### src/rtl/chroma_timing_ctl.sv
// Raster timing controller for a chroma generator: horizontal/vertical counters,
// PAL/NTSC vertical sequencing, sync/blank generation and colour enable.
module chroma_timing_ctl #(
  parameter int H_TOTAL       = 448,
  parameter int H_BLANK_START = 320,
  parameter int H_BLANK_END   = 415,
  parameter int H_SYNC_START  = 336,
  parameter int H_SYNC_LEN    = 32
) (
  input  logic       clk,
  input  logic       rst,
  input  logic       ce,
  input  logic       ntsc_req,
  input  logic       chroma_req,
  output logic [8:0] hcnt,
  output logic [8:0] vcnt,
  output logic       hsync_n,
  output logic       csync_n,
  output logic       blank,
  output logic       cg_enable,
  output logic       cg_pnsel,
  output logic       line_start,
  output logic       frame_start
);

  localparam logic [1:0] V_ACTIVE = 2'd0;
  localparam logic [1:0] V_FRONT  = 2'd1;
  localparam logic [1:0] V_SYNC   = 2'd2;
  localparam logic [1:0] V_BACK   = 2'd3;

  localparam logic [8:0] H_LAST   = 9'(H_TOTAL - 1);
  localparam logic [8:0] HB_FIRST = 9'(H_BLANK_START);
  localparam logic [8:0] HB_LAST  = 9'(H_BLANK_END);
  localparam logic [8:0] HS_FIRST = 9'(H_SYNC_START);
  localparam logic [8:0] HS_END   = 9'(H_SYNC_START + H_SYNC_LEN);

  localparam logic [8:0] FRONT_LINE     = 9'd240;
  localparam logic [8:0] PAL_SYNC_LINE  = 9'd248;
  localparam logic [8:0] PAL_BACK_LINE  = 9'd252;
  localparam logic [8:0] PAL_LAST_LINE  = 9'd311;
  localparam logic [8:0] NTSC_SYNC_LINE = 9'd242;
  localparam logic [8:0] NTSC_BACK_LINE = 9'd246;
  localparam logic [8:0] NTSC_LAST_LINE = 9'd261;

  logic [1:0] vstate, vstate_nxt;
  logic [8:0] hcnt_nxt, vcnt_nxt;
  logic [8:0] v_last, v_sync_line, v_back_line;
  logic       chroma_q, chroma_q_nxt, pnsel_nxt;
  logic       h_wrap, f_wrap;
  logic       hsync_nxt, vsync_nxt, csync_nxt, blank_nxt, cg_enable_nxt;

  // Standard in force for the frame currently being scanned.
  always_comb begin
    v_last      = cg_pnsel ? NTSC_LAST_LINE : PAL_LAST_LINE;
    v_sync_line = cg_pnsel ? NTSC_SYNC_LINE : PAL_SYNC_LINE;
    v_back_line = cg_pnsel ? NTSC_BACK_LINE : PAL_BACK_LINE;
  end

  always_comb begin
    h_wrap       = ce && (hcnt == H_LAST);
    f_wrap       = h_wrap && (vcnt == v_last);
    hcnt_nxt     = hcnt;
    vcnt_nxt     = vcnt;
    vstate_nxt   = vstate;
    chroma_q_nxt = chroma_q;
    pnsel_nxt    = cg_pnsel;

    if (ce) hcnt_nxt = h_wrap ? 9'd0 : hcnt + 9'd1;

    if (h_wrap) begin
      chroma_q_nxt = chroma_req;
      vcnt_nxt     = f_wrap ? 9'd0 : vcnt + 9'd1;
    end

    // Frame wrap always restarts in V_ACTIVE, which also clears any stray state.
    if (f_wrap) begin
      pnsel_nxt  = ntsc_req;
      vstate_nxt = V_ACTIVE;
    end else if (h_wrap) begin
      case (vstate)
        V_ACTIVE: if (vcnt_nxt == FRONT_LINE)  vstate_nxt = V_FRONT;
        V_FRONT:  if (vcnt_nxt == v_sync_line) vstate_nxt = V_SYNC;
        V_SYNC:   if (vcnt_nxt == v_back_line) vstate_nxt = V_BACK;
        default:  vstate_nxt = vstate;
      endcase
    end
  end

  always_comb begin
    hsync_nxt     = !((hcnt_nxt >= HS_FIRST) && (hcnt_nxt < HS_END));
    vsync_nxt     = (vstate_nxt == V_SYNC);
    csync_nxt     = vsync_nxt ? !hsync_nxt : hsync_nxt;
    blank_nxt     = ((hcnt_nxt >= HB_FIRST) && (hcnt_nxt <= HB_LAST)) || vsync_nxt;
    cg_enable_nxt = chroma_q_nxt && !blank_nxt;
  end

  // NOTE: outputs are decoded from the *next* counter values and registered with
  // non-blocking assignments, so they line up with hcnt/vcnt without a cycle of lag.
  always_ff @(posedge clk or posedge rst) begin
    if (rst) begin
      hcnt        <= 9'd0;
      vcnt        <= 9'd0;
      vstate      <= V_ACTIVE;
      cg_pnsel    <= 1'b0;
      chroma_q    <= 1'b0;
      hsync_n     <= 1'b1;
      csync_n     <= 1'b1;
      blank       <= 1'b0;
      cg_enable   <= 1'b0;
      line_start  <= 1'b0;
      frame_start <= 1'b0;
    end else begin
      hcnt        <= hcnt_nxt;
      vcnt        <= vcnt_nxt;
      vstate      <= vstate_nxt;
      cg_pnsel    <= pnsel_nxt;
      chroma_q    <= chroma_q_nxt;
      hsync_n     <= hsync_nxt;
      csync_n     <= csync_nxt;
      blank       <= blank_nxt;
      cg_enable   <= cg_enable_nxt;
      line_start  <= h_wrap;
      frame_start <= f_wrap;
    end
  end

endmodule
### config.mk
export PLATFORM = sky130hd
export DESIGN_NAME = chroma_timing_ctl
export DESIGN_NICKNAME = d
export VERILOG_FILES = /design/src/rtl/chroma_timing_ctl.sv
export SDC_FILE = /design/constraint.sdc
export NUM_CORES = 1
export LEC_CHECK = 0
export CAP_MARGIN = 20
export CORE_ASPECT_RATIO = 0.7
export CORE_MARGIN = 1
export CORE_UTILIZATION = 47
export DETAILED_ROUTE_END_ITERATION = 16
export PLACE_DENSITY_LB_ADDON = 0.1
export SYNTH_ARGS = -nofsm -noshare
export SYNTH_HDL_FRONTEND = slang
export SYNTH_SLANG_ARGS = --single-unit
### constraint.sdc
create_clock -name clk -period 3.15 [get_ports clk]
set_input_delay 0.63 -clock clk [delete_from_list [all_inputs] [get_ports clk]]
set_output_delay 0.63 -clock clk [all_outputs]
set_load 0.02 [all_outputs]
==> results.md, run 1 <==
Run status:
- The flow ran to the end, and the final reports show no timing, DRC or antenna violations.

Layout:
- The layout cell share with drive strength beyond 1 is 12.0%.
- The number of antenna diodes is 0.
- The net total in the final layout is 225.
- Compared with the post-synthesis result, the final layout area differs by 26.4%.
- The total of fill cells in the finished design is between 200 and 300.
- The library cell used most frequently in the layout, excluding fill and tap cells, is sky130_fd_sc_hd__clkdlybuf4s50_1.
- Cells fill about two thirds of the core in the end.
- In the layout the commonest cells are sky130_fd_sc_hd__clkdlybuf4s50_1, sky130_fd_sc_hd__dfrtp_1, sky130_fd_sc_hd__nand2_1.

STA:
- For this run, the top clock speed supported by timing is ~0.35 GHz.
- Setup repair after global routing left no endpoint under its margin.
- The actual slew at the worst max-slew pin is around 0.56 ns.
- Clock skew on the completed layout was measured at approximately 0.0077 ns.
- The count of pins over their slew limit was 0.
- The number of endpoints failing setup at the final stage is 0.
- The post-route minimum period is 2.87 ns.
- The final cycle utilization of the critical path is 91.1%.
- The final-layout setup total negative slack is 0 ns.
- The final count of hold timing violations is 0.
- Measured against its own limit, the worst slew margin works out to 62.3%.

Global route:
- The aggregate global-route resource usage is roughly 25%.
- The pin count of the biggest net entering global routing is 16.
- The via count of the first global-routing pass is 1462.
- The initial antenna violation count is 0.
- For this run the aggregate overflow at the end of global routing stands at 0.
- The first global-routing pass estimated 7080 µm of wire.

Power and ir drop:
- The maximum vdd drop is 0.000271 V.
- The leakage power figure is just over 0.9 nW.
- Dividing total power by cell area gives a power density of 413 mW/mm².
- The total power is 0.882 mW.

Flow run:
- Max-cap violations in this run came to 0.

Critical path:
- STA puts the critical path data arrival time at 3.03 ns.
- The slowest cell on the critical path is sky130_fd_sc_hd__or4b_1.
- The largest single stage delay on the critical path is 0.57 ns.
- The type of origin of the critical path is a register.
- The element type at the critical path end is a register.
- Along the worst path, the maximum fanout reaches 8.
- The signal on the critical path passes through or4b_4 -> a2111oi_4 -> o221ai_2 -> or4b_1 -> a221oi_2 -> a211oi_2 -> nand2b_1.
- At the worst endpoint, the required time is 3.31 ns.
- Together, buffers and inverters on the worst path number 0.
- The cell class contributing the biggest share of worst-path delay is simple AND/OR/NAND/NOR gates.
- The critical path is of the register to register type.

Detailed routing:
- The first detailed-routing pass took 5 iterations.
- The total wire length after detailed routing is 4260 µm.
- Once detail routing completed, the nets flagged for antenna violations numbered 0.
- The count of routing violations after the opening detailed-route iteration is around 130.
- The via count normalized by instance count is 5.91.
- The DRC violation count after routing is 0.
- For this block, the via count after detailed routing is 1560.
- The average routed wire per standard cell is 16.1 µm.

Synth:
- When the netlist entered floorplanning its net count stood at 189.
- The average footprint of a synthesized cell is 9.29 µm².
- The Yosys step of the flow raised 0 warnings.
- The synthesized design contains 28 register bits.
- The post-synth design cell area is between 0.0015 and 0.002 mm².
- The share of synthesized registers carrying an async set or reset is 100%.
- For this run, the register share of the synthesized area comes to 41.6%.
- Yosys attributes the largest share of cell area to sky130_fd_sc_hd__dfrtp_1, sky130_fd_sc_hd__nand2_1, sky130_fd_sc_hd__xnor2_1.
- The library cell occupying the most area in the post-synthesis netlist is sky130_fd_sc_hd__dfrtp_1.
- In the synthesized netlist the dominant register cell turns out to be sky130_fd_sc_hd__dfrtp_1.
- The number of flops mapped to enable cells by yosys is 0.
- The area share of the largest cell type after synthesis is about two fifths.
- The count of mapped cells out of synthesis is 182.
- The count of unique library cells instantiated by Yosys is 49.

CTS:
- The number of setup buffers added after CTS is 0.
- Post-CTS repair changed the size of 0 cells.
- In this run the number of H-tree levels came out at 1.
- Clock-pin slew was measured on the worst setup and hold paths at around 0.1 ns.
- In this run the deepest clock path goes through 2 buffers.
- After clock tree synthesis, the flow added hold-fix buffers numbering 0.
- The clock reaches the later pin of the worst-skew pair after 0.28 ns.
- The number of buffers created by CTS is 3.
- The clock root buffer is sky130_fd_sc_hd__clkbuf_8.
- The clock drives 28 sinks.
- TritonCTS built the clock tree.

Placement:
- The half-perimeter wire length of the detailed placement result is between 3000 and 4000 µm.
- The congestion estimate from routability-driven global placement came to 0.882.
- The number of port buffers is 29.

Hold path:
- In this run the worst hold path is classified as register to register.

Floorplanning:
- The core region is 0.00330 mm².
- The x dimension of the die is 73.7 µm.
- 30 I/O pins were placed.
- The placement row count is 17.
- The vertical die dimension is 52.2 µm.
- The area of the die is 0.00384 mm².
- The initial utilization of the core area, before any placement, comes to 51.3%.
-- report_power, final --
| group | total [mW] | leakage (nW) | internal (mW) | switching [mW] |
|---|---|---|---|---|
| Clock | 0.227 | 0.0288 | 0.112 | 0.114 |
| Combinational | 0.213 | 0.517 | 0.0997 | 0.114 |
| Sequential | 0.442 | 0.363 | 0.393 | 0.0491 |
| Total | 0.882 | 0.909 | 0.604 | 0.277 |
-- flip-flops by register name (all words and copies together), names as in the netlist --
register / count
vstate: 2
hsync_n: 1
frame_start: 1
blank: 1
hcnt: 9
vcnt: 9
chroma_q: 1
cg_enable: 1
cg_pnsel: 1
line_start: 1
csync_n: 1
-- layer usage --
metal | part of all wire, % | global-route usage (%) | vias to the layer above
met3 | 7.3 | 5.00 | 6
li1 | - | - | 743
met4 | 0.68 | 4.81 | 0
met2 | 44 | 37.2 | 70
met5 | 0 | 0 | -
met1 | 48 | 36.8 | 741
-- tightest hold or removal path, stage by stage (launching register included) --
cell and delay, ns:
sky130_fd_sc_hd__dfrtp_1 0.33, sky130_fd_sc_hd__nand2_1 0.04, sky130_fd_sc_hd__nand2_1 0.08
-- area by class of cell --
class	count	area, µm²	area share (%)
Tap cell	47	58.8	2.75
Clock buffer	4	55.1	2.58
Timing Repair Buffer	40	373	17.5
Sequential cell	28	703	32.9
Inverter	10	37.5	1.76
Multi-Input combinational cell	135	908	42.5
-- worst paths after layout --
check	from	to	slack (ns)	cells past startpoint
max	vcnt[5]$_DFF_PP0_	blank$_DFF_PP0_	0.28	7
min	chroma_q$_DFF_PP0_	chroma_q$_DFF_PP0_	0.48	2
max reg2reg	vcnt[5]$_DFF_PP0_	blank$_DFF_PP0_	0.28	7
min reg2reg	chroma_q$_DFF_PP0_	chroma_q$_DFF_PP0_	0.48	2
max in group asynchronous	rst	hsync_n$_DFF_PP1_	1.77	3
min in group asynchronous	rst	vcnt[6]$_DFF_PP0_	0.69	2
-- cells in the mapped netlist (2+ instances only) --
cell type / instances
sky130_fd_sc_hd__and3b_1: 2
sky130_fd_sc_hd__o2111ai_1: 2
sky130_fd_sc_hd__clkbuf_1: 8
sky130_fd_sc_hd__nand2b_1: 7
sky130_fd_sc_hd__a21oi_1: 6
sky130_fd_sc_hd__nor2_1: 12
sky130_fd_sc_hd__o211ai_1: 3
sky130_fd_sc_hd__nor2b_1: 2
sky130_fd_sc_hd__nand3_1: 10
sky130_fd_sc_hd__o21ai_0: 7
sky130_fd_sc_hd__inv_1: 10
sky130_fd_sc_hd__dfrtp_1: 26
sky130_fd_sc_hd__nor4_1: 3
sky130_fd_sc_hd__mux2i_1: 2
sky130_fd_sc_hd__or4_1: 2
sky130_fd_sc_hd__xnor2_1: 7
sky130_fd_sc_hd__nor3_1: 5
sky130_fd_sc_hd__and3_1: 4
sky130_fd_sc_hd__o31ai_1: 3
sky130_fd_sc_hd__a31oi_1: 4
sky130_fd_sc_hd__nand4_1: 6
sky130_fd_sc_hd__ha_1: 2
sky130_fd_sc_hd__and4_1: 2
sky130_fd_sc_hd__nand2_1: 17
sky130_fd_sc_hd__dfstp_2: 2
sky130_fd_sc_hd__xor2_1: 3
sky130_fd_sc_hd__nand3b_1: 2
sky130_fd_sc_hd__mux2_2: 2
-- stage by stage --
stage / instances / setup WS [ns] / area (µm²) / hold slack (ns)
floorplan: 182 / 0.108 / 1690 / 0.441
global placement: 260 / 0.186 / 2080 / 0.465
detailed placement: 260 / 0.133 / 2080 / 0.464
CTS: 264 / 0.307 / 2140 / 0.488
global route: 264 / 0.154 / 2140 / 0.518
finish: 264 / 0.281 / 2140 / 0.484
-- logic make-up (layout without fill, tap and decap cells) --
kind of cell	count (synthesis)	count (layout)	share of synthesized area, %
adders and majority gates	2	2	1.48
and+or+nand+nor	82	82	27.1
buffers and inverters	19	54	4.66
xor gates and xnor gates	10	10	5.18
muxes	4	4	2.52
DFF	28	28	41.6
AOI/OAI and AO/OA	37	37	17.5
(Power assumes the default switching activity.)
==> run 2, diff against run 1 <==
- CORE_UTILIZATION: 47 -> 56
- DONT_BUFFER_PORTS: default -> 1
- HOLD_SLACK_MARGIN: default -> 0.03
- PLACE_DENSITY_LB_ADDON: 0.1 -> 0.08
==> run 2 against run 1 <==
Fmax fell by 0.21%. Clock power up 27%. Critical path type unchanged. Register-to-register slack is essentially flat. Clock skew decreased by 0.0055 ns. Hold slack lost 0.33 ns. Setup slack got worse by 0.0060 ns. Critical endpoint unchanged. Global-route usage rose by 3.7 points.
==> results.md, run 2 (synthesis gave the netlist of run 1 again) <==
Critical path:
- Data on the critical path is required at its endpoint by 3.32 ns.
- The critical path start-end classification is register to register.
- STA classifies the critical path endpoint as a register.
- The worst setup path is launched from a register.
- In this run the worst path has a maximum fanout of 6.
- Data arrives at the worst endpoint at 3.05 ns.

CTS:
- After clock tree synthesis, the clock-pin slew on the worst setup and hold paths is approximately 0.10 ns.
- For the worst-skew pair, the clock arrives at the later sink with an insertion delay of about 0.28 ns.
- The deepest level of the CTS H-tree is 1.
- In this run, CTS created clock tree buffers numbering 3.
- The clock passes through at most 2 buffers.
- The total number of clock tree sinks is 28.
- The clock root buffer is sky130_fd_sc_hd__clkbuf_8.
- The clock tree from TritonCTS is done.
- Buffers inserted to repair hold after CTS numbered 0.
- The number of setup buffers added after CTS is 0.

STA:
- The worst slack on hold paths is 0.157 ns.
- Setup repair after global routing left no endpoint under its margin.
- The number of endpoints failing setup at the final stage is 0.
- For the finished layout, the period the worst path requires is 2.87 ns.
- Timing would allow up to between 0.3 and 0.4 GHz.
- At the pin with the least slew margin, the transition time is 0.540 ns.
- Adding up every negative setup slack in the final design gives 0 ns.
- Between clock sinks in the finished design, the worst skew comes to 0.00215 ns.
- Measured against its own limit, the worst slew margin works out to a little under two thirds.
- The final cycle utilization of the critical path is ~91%.
- The count of pins over their slew limit is 0.
- The final count of hold timing violations is 0.

Power and ir drop:
- The cell-internal power is 0.623 mW.
- The switching power of the nets is about 0.27 mW.
- Summing internal, switching and leakage power gives 0.898 mW.
- The switching power share of the total is 30.6%.
- The power share of the combinational group is between 10% and 20%.
- The share of total power dissipated in the clock network is approximately 32%.
- For this design the static power due to leakage is 0.847 nW.
- The areal power density over the cells is 469 mW/mm².
- The worst-case IR drop observed on VDD is 0.000251 V.
- Of the total power, registers draw 50.4%.

Floorplanning:
- The count of pins on the block boundary is 30.
- The area of the die is between 0.003 and 0.004 mm².
- The die is 67.7 µm wide.
- The total core area is 0.00282 mm².
- The starting density of the core is 59.9%.
- The placement row count is 16.
- The die is 48.0 µm tall.

Detailed routing:
- Dividing the detail-routed via count by the number of cells gives 6.55.
- The count of antenna-violating nets left after detailed routing is 0.
- The routed layout has 1506 vias.
- After the first detailed-routing iteration, the DRC count stood at between 150 and 200.
- The DRC violation count after routing is 0.
- The average routed wire per standard cell is 18.4 µm.
- The detailed-router iteration count before antenna repair is 4.
- The final layout contains routed wiring with a total length of 4230 µm.

Global route:
- The aggregate global-route resource usage is approximately 28%.
- The via count of the first global-routing pass is 1293.
- Entering global routing, the biggest net connects 29 pins.
- The total overflow left after global routing is 0.
- The first global-routing pass estimated ~6300 µm of wire.
- The initial antenna violation count is 0.

Flow run:
- The number of violations of the max-capacitance limit is 0.

Placement:
- The number of port buffers is 0.
- The half-perimeter wire length of the detailed placement result is 3130 µm.
- The final weighted congestion in routability-driven placement is 0.910.

Layout:
- The layout cell share with drive strength beyond 1 is 16.5%.
- The largest registers in the layout are hcnt: 9 flops, vcnt: 9 flops, vstate: 2 flops.
- The signed area change from the synthesized netlist to the final layout is 13.2%.
- The number of antenna diodes is 0.
- After the last flow step, the layout net total stands at 202.
- The library cells used most frequently in the layout, excluding fill and tap cells, are sky130_fd_sc_hd__dfrtp_1, sky130_fd_sc_hd__nand2_1, sky130_fd_sc_hd__buf_4.
- Leaving out fill and tap cells, the most frequent cell in the layout is sky130_fd_sc_hd__dfrtp_1.

Hold path:
- The type of the most critical hold path is primary input to asynchronous set/reset pin.

Run status:
- The run finished with clean final reports.
==> run 2: cell types whose count changed in the layout (fill, tap and decap cells not counted) <==
cell                              delta
sky130_fd_sc_hd__clkdlybuf4s50_1    -29
sky130_fd_sc_hd__buf_4               +5
sky130_fd_sc_hd__buf_16              +1
sky130_fd_sc_hd__clkbuf_8            -1
sky130_fd_sc_hd__bufinv_16           +1
sky130_fd_sc_hd__a2111oi_0           -1
sky130_fd_sc_hd__a2111oi_1           +1
==> run 2: path summary, 6_finish.rpt <==
path | slack, ns | startpoint | end | depth (start not counted)
worst max-delay path | 0.28 | vcnt[0]$_DFF_PP0_ | blank$_DFF_PP0_ | 7
worst min-delay path | 0.16 | rst | vstate[1]$_DFF_PP0_ | 1
worst max register to register | 0.28 | vcnt[0]$_DFF_PP0_ | blank$_DFF_PP0_ | 7
worst min register to register | 0.51 | chroma_q$_DFF_PP0_ | chroma_q$_DFF_PP0_ | 2
max in group asynchronous | 2.59 | rst | hcnt[4]$_DFF_PP0_ | 2
min in group clk | 0.43 | ce | hcnt[1]$_DFF_PP0_ | 1
==> run 2: what timing repair did <==
item	4_1_cts	5_1_grt
hold endpoints to repair	0	0
resized for setup	0	1
setup endpoints to repair	0	1
==> run 2: power groups by stage <==
stage	logic, mW	clock network, mW	registers (mW)
floorplan	0.0776	0	0.479
global placement	0.143	0	0.457
detailed placement	0.150	0	0.460
CTS	0.151	0.289	0.453
global route	0.173	0.303	0.459
finish	0.157	0.289	0.453
==> run 2: per-stage QoR <==
stage / util, % / area (µm²) / worst slack [ns] / std cells
2_1_floorplan: - / 1690 / 0.108 / 182
3_3_place_gp: 64.3 / 1810 / 0.396 / 225
3_5_place_dp: 64.3 / 1810 / 0.231 / 225
4_1_cts: 66.8 / 1890 / 0.221 / 229
5_1_grt: 67.8 / 1910 / 0.0981 / 230
6_report: 67.8 / 1910 / 0.275 / 230
==> run 2: critical path: stages (launching register included) <==
cell and delay, ns:
sky130_fd_sc_hd__dfrtp_1 0.49, sky130_fd_sc_hd__ha_1 0.41, sky130_fd_sc_hd__or4_1 0.51, sky130_fd_sc_hd__a2111oi_1 0.56, sky130_fd_sc_hd__o2111ai_1 0.20, sky130_fd_sc_hd__a221oi_2 0.33
sky130_fd_sc_hd__a211oi_2 0.11, sky130_fd_sc_hd__nand2b_1 0.15
==> run 2: routing by layer <==
layer	part of all wire, %	vias up	wire [µm]	track usage, %
met1	42	732	1800	36.3
met4	1.5	0	64	13.2
met2	46	70	1960	44.0
met3	9.6	10	407	9.52
li1	-	694	-	-
met5	0	-	0	0
==> run 2: final cells by class <==
type	count	area, µm²
tap	36	45.0
clock buffer	3	41.3
timing repair buffer	17	148
inverter	10	37.5
sequential	28	703
multi-input combinational	135	910
clock inverter	1	30.0
fill	219	908
